$ cat config.mk
export PLATFORM = sky130hd
export DESIGN_NAME = dl_arb_2x8_flat
export DESIGN_NICKNAME = d
export VERILOG_FILES = /design/src/rtl/dl_arb_pkg.sv /design/src/rtl/dl_arb_2x8_if.sv /design/src/rtl/dl_arb_2x8_rr_arb2.sv /design/src/rtl/dl_arb_2x8.sv /design/src/flat_wrapper.sv
export SDC_FILE = /design/constraint.sdc
export NUM_CORES = 1
export LEC_CHECK = 0
export ABC_AREA = 0
export CAP_MARGIN = 15
export CORE_AREA = 2 2 68 57
export DETAILED_ROUTE_END_ITERATION = 12
export DIE_AREA = 0 0 70 59
export PLACE_DENSITY_LB_ADDON = 0.1
export SYNTH_ARGS = -nofsm -noshare
export SYNTH_HDL_FRONTEND = slang
export SYNTH_SLANG_ARGS = --single-unit
$ cat constraint.sdc
create_clock -name clk -period 1.9 [get_ports clk]
set_clock_uncertainty 0.2 [all_clocks]
set_input_delay 0.38 -clock clk [delete_from_list [all_inputs] [get_ports clk]]
set_output_delay 0.38 -clock clk [all_outputs]
set_load 0.01 [all_outputs]
$ cat src/rtl/dl_arb_pkg.sv
// Shared constants and types for the two-requester delay-line arbiter.
// Consumers: dl_arb_2x8_if, rr_arb2, dl_arb_2x8.
package dl_arb_pkg;

  localparam int unsigned DW    = 8;
  localparam int unsigned DEPTH = 8;
  localparam int unsigned OCC_W = 4;
  localparam int unsigned CNT_W = 16;

  typedef struct packed {
    logic vld;
    logic id;
  } tag_t;

  // Increment that sticks at all-ones instead of wrapping.
  function automatic logic [CNT_W-1:0] sat_inc(input logic [CNT_W-1:0] v);
    logic [CNT_W-1:0] r;
    r = (v == '1) ? v : v + 1'b1;
    return r;
  endfunction

endpackage

$ cat src/rtl/dl_arb_2x8_if.sv
// Requester, delay-line and output bundle for dl_arb_2x8.
// DL_ARB_STATS_EN adds stats_clr and the per-requester grant counters.
interface dl_arb_2x8_if;
  import dl_arb_pkg::*;

  logic             req0_valid;
  logic [DW-1:0]    req0_data;
  logic             req0_ready;
  logic             req1_valid;
  logic [DW-1:0]    req1_data;
  logic             req1_ready;
  logic [DW-1:0]    dl_din;
  logic [DW-1:0]    dl_dout;
  logic             out_valid;
  logic             out_id;
  logic [DW-1:0]    out_data;
  logic [OCC_W-1:0] occ;

`ifdef DL_ARB_STATS_EN
  logic             stats_clr;
  logic [CNT_W-1:0] gnt_cnt0;
  logic [CNT_W-1:0] gnt_cnt1;

  modport slave (
    input  req0_valid, req0_data, req1_valid, req1_data, dl_dout, stats_clr,
    output req0_ready, req1_ready, dl_din, out_valid, out_id, out_data, occ,
           gnt_cnt0, gnt_cnt1
  );
  modport master (
    output req0_valid, req0_data, req1_valid, req1_data, dl_dout, stats_clr,
    input  req0_ready, req1_ready, dl_din, out_valid, out_id, out_data, occ,
           gnt_cnt0, gnt_cnt1
  );
`else
  modport slave (
    input  req0_valid, req0_data, req1_valid, req1_data, dl_dout,
    output req0_ready, req1_ready, dl_din, out_valid, out_id, out_data, occ
  );
  modport master (
    output req0_valid, req0_data, req1_valid, req1_data, dl_dout,
    input  req0_ready, req1_ready, dl_din, out_valid, out_id, out_data, occ
  );
`endif

endinterface

$ cat src/rtl/dl_arb_2x8_rr_arb2.sv
// Two-way round-robin grant with its own last-grant register.
// Reset leaves last_grant = 1 so requester 0 wins the first tie.
module rr_arb2 (
  input  logic clk,
  input  logic rst,
  input  logic v0_i,
  input  logic v1_i,
  output logic g0_o,
  output logic g1_o
);

  logic last_q, last_d;

  always_comb begin
    g0_o   = v0_i & (~v1_i | last_q);
    g1_o   = v1_i & (~v0_i | ~last_q);
    last_d = last_q;
    if (g0_o) begin
      last_d = 1'b0;
    end else if (g1_o) begin
      last_d = 1'b1;
    end
  end

  always_ff @(posedge clk or posedge rst) begin
    if (rst) begin
      last_q <= 1'b1;
    end else begin
      last_q <= last_d;
    end
  end

endmodule

$ cat src/rtl/dl_arb_2x8.sv
// Round-robin front end and tag tracker around an external 8x8 shift delay line.
// Define DL_ARB_STATS_EN to add saturating per-requester grant counters.
module dl_arb_2x8
  import dl_arb_pkg::*;
(
  input logic         clk,
  input logic         rst,
  dl_arb_2x8_if.slave bus
);

  logic g0, g1, gnt_any;

  rr_arb2 u_rr_arb2 (
    .clk  (clk),
    .rst  (rst),
    .v0_i (bus.req0_valid),
    .v1_i (bus.req1_valid),
    .g0_o (g0),
    .g1_o (g1)
  );

  assign gnt_any        = g0 | g1;
  assign bus.req0_ready = g0;
  assign bus.req1_ready = g1;

  always_comb begin
    bus.dl_din = '0;
    if (g0) begin
      bus.dl_din = bus.req0_data;
    end else if (g1) begin
      bus.dl_din = bus.req1_data;
    end
  end

  // Tag pipeline mirrors the delay line stage for stage, so the tail tag
  // always describes the byte currently on dl_dout.
  tag_t [DEPTH-1:0] tag_q;
  tag_t             tag_new;
  tag_t             tag_tail;

  assign tag_new  = '{vld: gnt_any, id: g1};
  assign tag_tail = tag_q[DEPTH-1];

  always_ff @(posedge clk or posedge rst) begin
    if (rst) begin
      tag_q <= '0;
    end else begin
      tag_q <= {tag_q[DEPTH-2:0], tag_new};
    end
  end

  assign bus.out_valid = tag_tail.vld;
  assign bus.out_id    = tag_tail.id;
  assign bus.out_data  = tag_tail.vld ? bus.dl_dout : '0;

  logic [OCC_W-1:0] occ_q, occ_d;

  always_comb begin
    occ_d = occ_q;
    case ({gnt_any, tag_tail.vld})
      2'b10:   occ_d = occ_q + 1'b1;
      2'b01:   occ_d = occ_q - 1'b1;
      default: occ_d = occ_q;
    endcase
  end

  always_ff @(posedge clk or posedge rst) begin
    if (rst) begin
      occ_q <= '0;
    end else begin
      occ_q <= occ_d;
    end
  end

  assign bus.occ = occ_q;

  a_occ_range: assert property (@(posedge clk) disable iff (rst) occ_q <= OCC_W'(DEPTH));

`ifdef DL_ARB_STATS_EN
  logic [CNT_W-1:0] cnt0_q, cnt0_d, cnt1_q, cnt1_d;

  // Clear wins over a coincident grant.
  always_comb begin
    cnt0_d = cnt0_q;
    cnt1_d = cnt1_q;
    if (bus.stats_clr) begin
      cnt0_d = '0;
      cnt1_d = '0;
    end else begin
      if (g0) cnt0_d = sat_inc(cnt0_q);
      if (g1) cnt1_d = sat_inc(cnt1_q);
    end
  end

  always_ff @(posedge clk or posedge rst) begin
    if (rst) begin
      cnt0_q <= '0;
      cnt1_q <= '0;
    end else begin
      cnt0_q <= cnt0_d;
      cnt1_q <= cnt1_d;
    end
  end

  assign bus.gnt_cnt0 = cnt0_q;
  assign bus.gnt_cnt1 = cnt1_q;
`endif

endmodule

$ cat src/flat_wrapper.sv
// flat-port wrapper written by rule: the top's interface ports become plain ports
module dl_arb_2x8_flat import dl_arb_pkg::*;
  (clk, rst, bus_req0_valid, bus_req0_data, bus_req1_valid, bus_req1_data, bus_dl_dout, bus_req0_ready, bus_req1_ready, bus_dl_din, bus_out_valid, bus_out_id, bus_out_data, bus_occ);
  dl_arb_2x8_if bus_i ();
  input logic clk;
  input logic rst;
  input wire logic [$bits(bus_i.req0_valid)-1:0] bus_req0_valid;
  input wire logic [$bits(bus_i.req0_data)-1:0] bus_req0_data;
  input wire logic [$bits(bus_i.req1_valid)-1:0] bus_req1_valid;
  input wire logic [$bits(bus_i.req1_data)-1:0] bus_req1_data;
  input wire logic [$bits(bus_i.dl_dout)-1:0] bus_dl_dout;
  output wire logic [$bits(bus_i.req0_ready)-1:0] bus_req0_ready;
  output wire logic [$bits(bus_i.req1_ready)-1:0] bus_req1_ready;
  output wire logic [$bits(bus_i.dl_din)-1:0] bus_dl_din;
  output wire logic [$bits(bus_i.out_valid)-1:0] bus_out_valid;
  output wire logic [$bits(bus_i.out_id)-1:0] bus_out_id;
  output wire logic [$bits(bus_i.out_data)-1:0] bus_out_data;
  output wire logic [$bits(bus_i.occ)-1:0] bus_occ;
  assign bus_i.req0_valid = bus_req0_valid;
  assign bus_i.req0_data = bus_req0_data;
  assign bus_i.req1_valid = bus_req1_valid;
  assign bus_i.req1_data = bus_req1_data;
  assign bus_i.dl_dout = bus_dl_dout;
  assign bus_req0_ready = bus_i.req0_ready;
  assign bus_req1_ready = bus_i.req1_ready;
  assign bus_dl_din = bus_i.dl_din;
  assign bus_out_valid = bus_i.out_valid;
  assign bus_out_id = bus_i.out_id;
  assign bus_out_data = bus_i.out_data;
  assign bus_occ = bus_i.occ;
  dl_arb_2x8 u_core (.clk(clk), .rst(rst), .bus(bus_i));
endmodule
==> load_flow_metrics.sql, run 1 <==
INSERT INTO impl_metrics (metric_group, metric, value, unit) VALUES
('floorplanning', 'die_width', '70', 'um'),
('timing', 'max_freq', '516', 'MHz'),
('flow_run', 'maximum_capacitance_violations', '0', ''),
('timing', 'finalSetupTns', '-0.155', 'ns'),
('yosys', 'synth_top_cell_by_area', 'sky130_fd_sc_hd__dfrtp_1', ''),
('clock_network', 'clock_path_buffers', '2', ''),
('placement', 'final_estimated_routing_congestion_in_global_placement', '0.737', ''),
('critical_path', 'critical_path_arrival', '1.36', 'ns'),
('yosys', 'muxShareOfSynthArea', '1.35', '%'),
('yosys', 'synth.cell_area', '836', 'um2'),
('yosys', 'synth_area_per_cell', '13.1', 'um2'),
('grt', 'grt_antenna_before_repair', '0', ''),
('status', 'failed_checks', 'negative setup slack', ''),
('timing', 'worst_margin_pin_slew', '0.253', 'ns'),
('timing', 'timing.max_slew.rel_slack', '83.1', '%'),
('critical_path', 'critical_path.cell_chain', 'inv_2 -> nand2_2 -> and2_4 -> a22o_1 -> buf_2', ''),
('detailed_routing', 'routed_wire_length_per_instance', '10.9', 'um'),
('timing', 'final_hold_slack', '0.149', 'ns'),
('detailed_routing', 'drt-initial-drc-count', '31', ''),
('floorplanning', 'top_level_ports', '52', ''),
('grt', 'number_of_global_route_vias_before_repair', '744', ''),
('yosys', 'synth_xor_xnor_area_share', '5.24', '%'),
('final_layout', 'layout_common_cells', 'sky130_fd_sc_hd__clkdlybuf4s50_1 (30), sky130_fd_sc_hd__dfrtp_1 (18), sky130_fd_sc_hd__buf_4 (10), sky130_fd_sc_hd__buf_2 (9), sky130_fd_sc_hd__dlygate4sd2_1 (9)', ''),
('critical_path', 'critPathLaunchType', 'register', ''),
('detailed_routing', 'drc', '0', ''),
('clock_network', 'clock-root-buffer', 'sky130_fd_sc_hd__clkbuf_8', ''),
('clock_network', 'tritoncts_num_sinks', '21', ''),
('status', 'run_status', 'finished with violations', ''),
('critical_path', 'critical_path.max_fanout', '5', ''),
('power', 'vdd_drop_max', '0.357', 'mV'),
('final_layout', 'most_common_cell_after_layout_fill_and_taps_aside', 'sky130_fd_sc_hd__clkdlybuf4s50_1', ''),
('power', 'p_leak', '0.000676', 'uW'),
('timing', 'hold_viol', '0', ''),
('grt', 'grt-ovfl-total', '0', ''),
('floorplanning', 'initial_utilization', '24.8', '%'),
('timing', 'min_period', '1.94', 'ns'),
('floorplanning', 'rows', '19', ''),
('clock_network', 'ctsHoldBuffers', '0', ''),
('critical_path', 'worst_path_largest_cell_delay', '0.56', 'ns'),
('yosys', 'total_of_warnings_raised_by_yosys', '0', ''),
('final_layout', 'area.growth.synth_to_final', '78.4', '%'),
('yosys', 'syn_nets', '95', ''),
('final_layout', 'fin_cells', '171', ''),
('clock_network', 'worstSkewPairLatency', '0.25', 'ns'),
('floorplanning', 'core_area', '0.00338', 'mm2'),
('detailed_routing', 'drt.antenna.violating_nets', '0', ''),
('yosys', 'count_of_distinct_cell_types_in_the_synthesized_netlist', '20', ''),
('detailed_routing', 'drt-pass1-iter-count', '4', ''),
('detailed_routing', 'dr_vias', '737', ''),
('placement', 'count_of_placed_standard_cells_including_taps', '163', ''),
('timing', 'rsz0062_at_grt', 'yes', ''),
('grt', 'globalRouteTotalUtil', '10.2', '%'),
('power', 'power_per_cell_area', '864', 'mW/mm2'),
('final_layout', 'area.sequential', '529', 'um2'),
('timing', 'finalSetupViolations', '8', ''),
('critical_path', 'element_type_at_the_critical_path_end', 'primary output', ''),
('critical_path', 'r2r_setup_slack', '0.02', 'ns'),
('yosys', 'post-synth-top-area-fraction', '59.9', '%'),
('critical_path', 'critPathKind', 'reg -> out', ''),
('min_path', 'hold_class', 'reg -> reg', ''),
('detailed_routing', 'post_drt_via_cell_ratio', '4.31', ''),
('clock_network', 'number_of_buffers_inserted_during_clock_tree_synthesis', '3', ''),
('timing', 'postLayoutSetupSlackWorst', '-0.0368', 'ns'),
('floorplanning', 'fp.dieArea', '0.00413', 'mm2'),
('yosys', 'synth_cells', '64', ''),
('critical_path', 'worstPathRequired', '1.32', 'ns'),
('clock_network', 'clkTransAtPathRegs', '0.07', 'ns'),
('yosys', 'yosys_register_bits', '21', ''),
('clock_network', 'cts_tree', 'built', ''),
('detailed_routing', 'wirelength', '1.86', 'mm'),
('grt', 'grt_start_max_net_pins', '22', '');
-- worst max-delay path: cells and delay by family, from the launching register on --
family	cells	cell delay, ns
buffers and inverters	2	0.17
DFF	1	0.56
and+or+nand+nor	2	0.24
AOI/OAI and AO/OA	1	0.14
-- metrics by stage --
| step | util [%] | setup slack (ns) | total power (uW) | instance area (um2) |
|---|---|---|---|---|
| after detailed placement | 42.9 | -0.628 | 1040 | 1450 |
| after CTS | 43.8 | -0.0385 | 1300 | 1480 |
| final | 44.2 | -0.0368 | 1290 | 1490 |
| after floorplan | - | 0.0191 | 773 | 837 |
| after global placement | 42.9 | -0.605 | 1030 | 1450 |
| after global routing | 44.2 | -0.109 | 1380 | 1490 |
-- cells in the mapped netlist --
master	instances
sky130_fd_sc_hd__mux2_1	1
sky130_fd_sc_hd__xnor2_1	1
sky130_fd_sc_hd__clkbuf_1	1
sky130_fd_sc_hd__nand3b_1	1
sky130_fd_sc_hd__dfstp_2	1
sky130_fd_sc_hd__nand2b_1	1
sky130_fd_sc_hd__nor2_1	2
sky130_fd_sc_hd__and2_1	9
sky130_fd_sc_hd__a22o_1	8
sky130_fd_sc_hd__inv_1	3
sky130_fd_sc_hd__or4b_1	1
sky130_fd_sc_hd__a21boi_1	1
sky130_fd_sc_hd__ha_1	3
sky130_fd_sc_hd__o21ai_0	2
sky130_fd_sc_hd__xor2_1	4
sky130_fd_sc_hd__dfrtp_1	20
sky130_fd_sc_hd__or3_2	1
sky130_fd_sc_hd__a31oi_1	1
sky130_fd_sc_hd__a21oi_1	1
sky130_fd_sc_hd__nand2_1	2
-- layer usage --
metal	track usage (%)	share of wire, %	vias to the layer above
met1	11.7	40	335
met4	4.12	1.8	0
li1	-	-	348
met5	0	0	-
met2	16.7	46	52
met3	4.93	13	2
-- final timing paths --
check | from | end | depth (start not counted)
max in group asynchronous | rst | u_core.u_rr_arb2.last_q | 3
setup reg to reg | u_core.bus.out_valid | u_core.bus.occ[3] | 5
setup / recovery | u_core.u_rr_arb2.last_q | bus_dl_din[3] | 5
hold reg to reg | u_core.tag_q[3] | u_core.tag_q[5] | 0
hold / removal | u_core.tag_q[3] | u_core.tag_q[5] | 0
min in group asynchronous | rst | u_core.tag_q[5] | 3
-- flip-flops by register name, summed over array words and instances (netlist names) --
| register | flops |
|---|---|
| u_core.tag_q | 14 |
| u_core.bus.occ | 4 |
| u_core.bus.out_id | 1 |
| u_core.bus.out_valid | 1 |
| u_core.u_rr_arb2.last_q | 1 |
-- kinds of logic after synthesis --
group / Yosys count
flops: 21
compound gates: 13
buf+inv: 4
mux: 1
fa+ha+maj: 3
xor+xnor: 5
simple gates: 17
-- power breakdown --
| group | total, uW | switching (uW) | internal, uW |
|---|---|---|---|
| clock network | 274 | 125 | 149 |
| registers | 591 | 67.3 | 524 |
| logic | 424 | 163 | 260 |
-- layout make-up --
| type | instances | share of cell area, % |
|---|---|---|
| Clock buffer | 4 | 3.02 |
| Inverter | 3 | 0.755 |
| Multi-Input combinational cell | 40 | 21.6 |
| Sequential cell | 21 | 35.5 |
| Tap cell | 42 | 3.52 |
| Timing Repair Buffer | 61 | 35.6 |
-- what timing repair did --
| item | CTS | global route |
|---|---|---|
| gates cloned | 2 | 0 |
| buffers inserted | 1 | 1 |
| endpoints found under the hold margin | 0 | 0 |
| pin swaps | 7 | 6 |
| setup endpoints to repair | 22 | 13 |
| resized for setup | 59 | 5 |
(Power assumes the default switching activity.)
==> run 2, diff against run 1 <==
--- a/config.mk
+++ b/config.mk
@@ -10,6 +10,8 @@
 export CORE_AREA = 2 2 68 57
 export DETAILED_ROUTE_END_ITERATION = 12
 export DIE_AREA = 0 0 70 59
+export GPL_ROUTABILITY_DRIVEN = 0
+export HOLD_SLACK_MARGIN = 0.06
 export PLACE_DENSITY_LB_ADDON = 0.1
 export SYNTH_ARGS = -nofsm -noshare
 export SYNTH_HDL_FRONTEND = slang
==> results of run 2 <==
The final DEF is identical to that of run 1; final timing and power are the same.
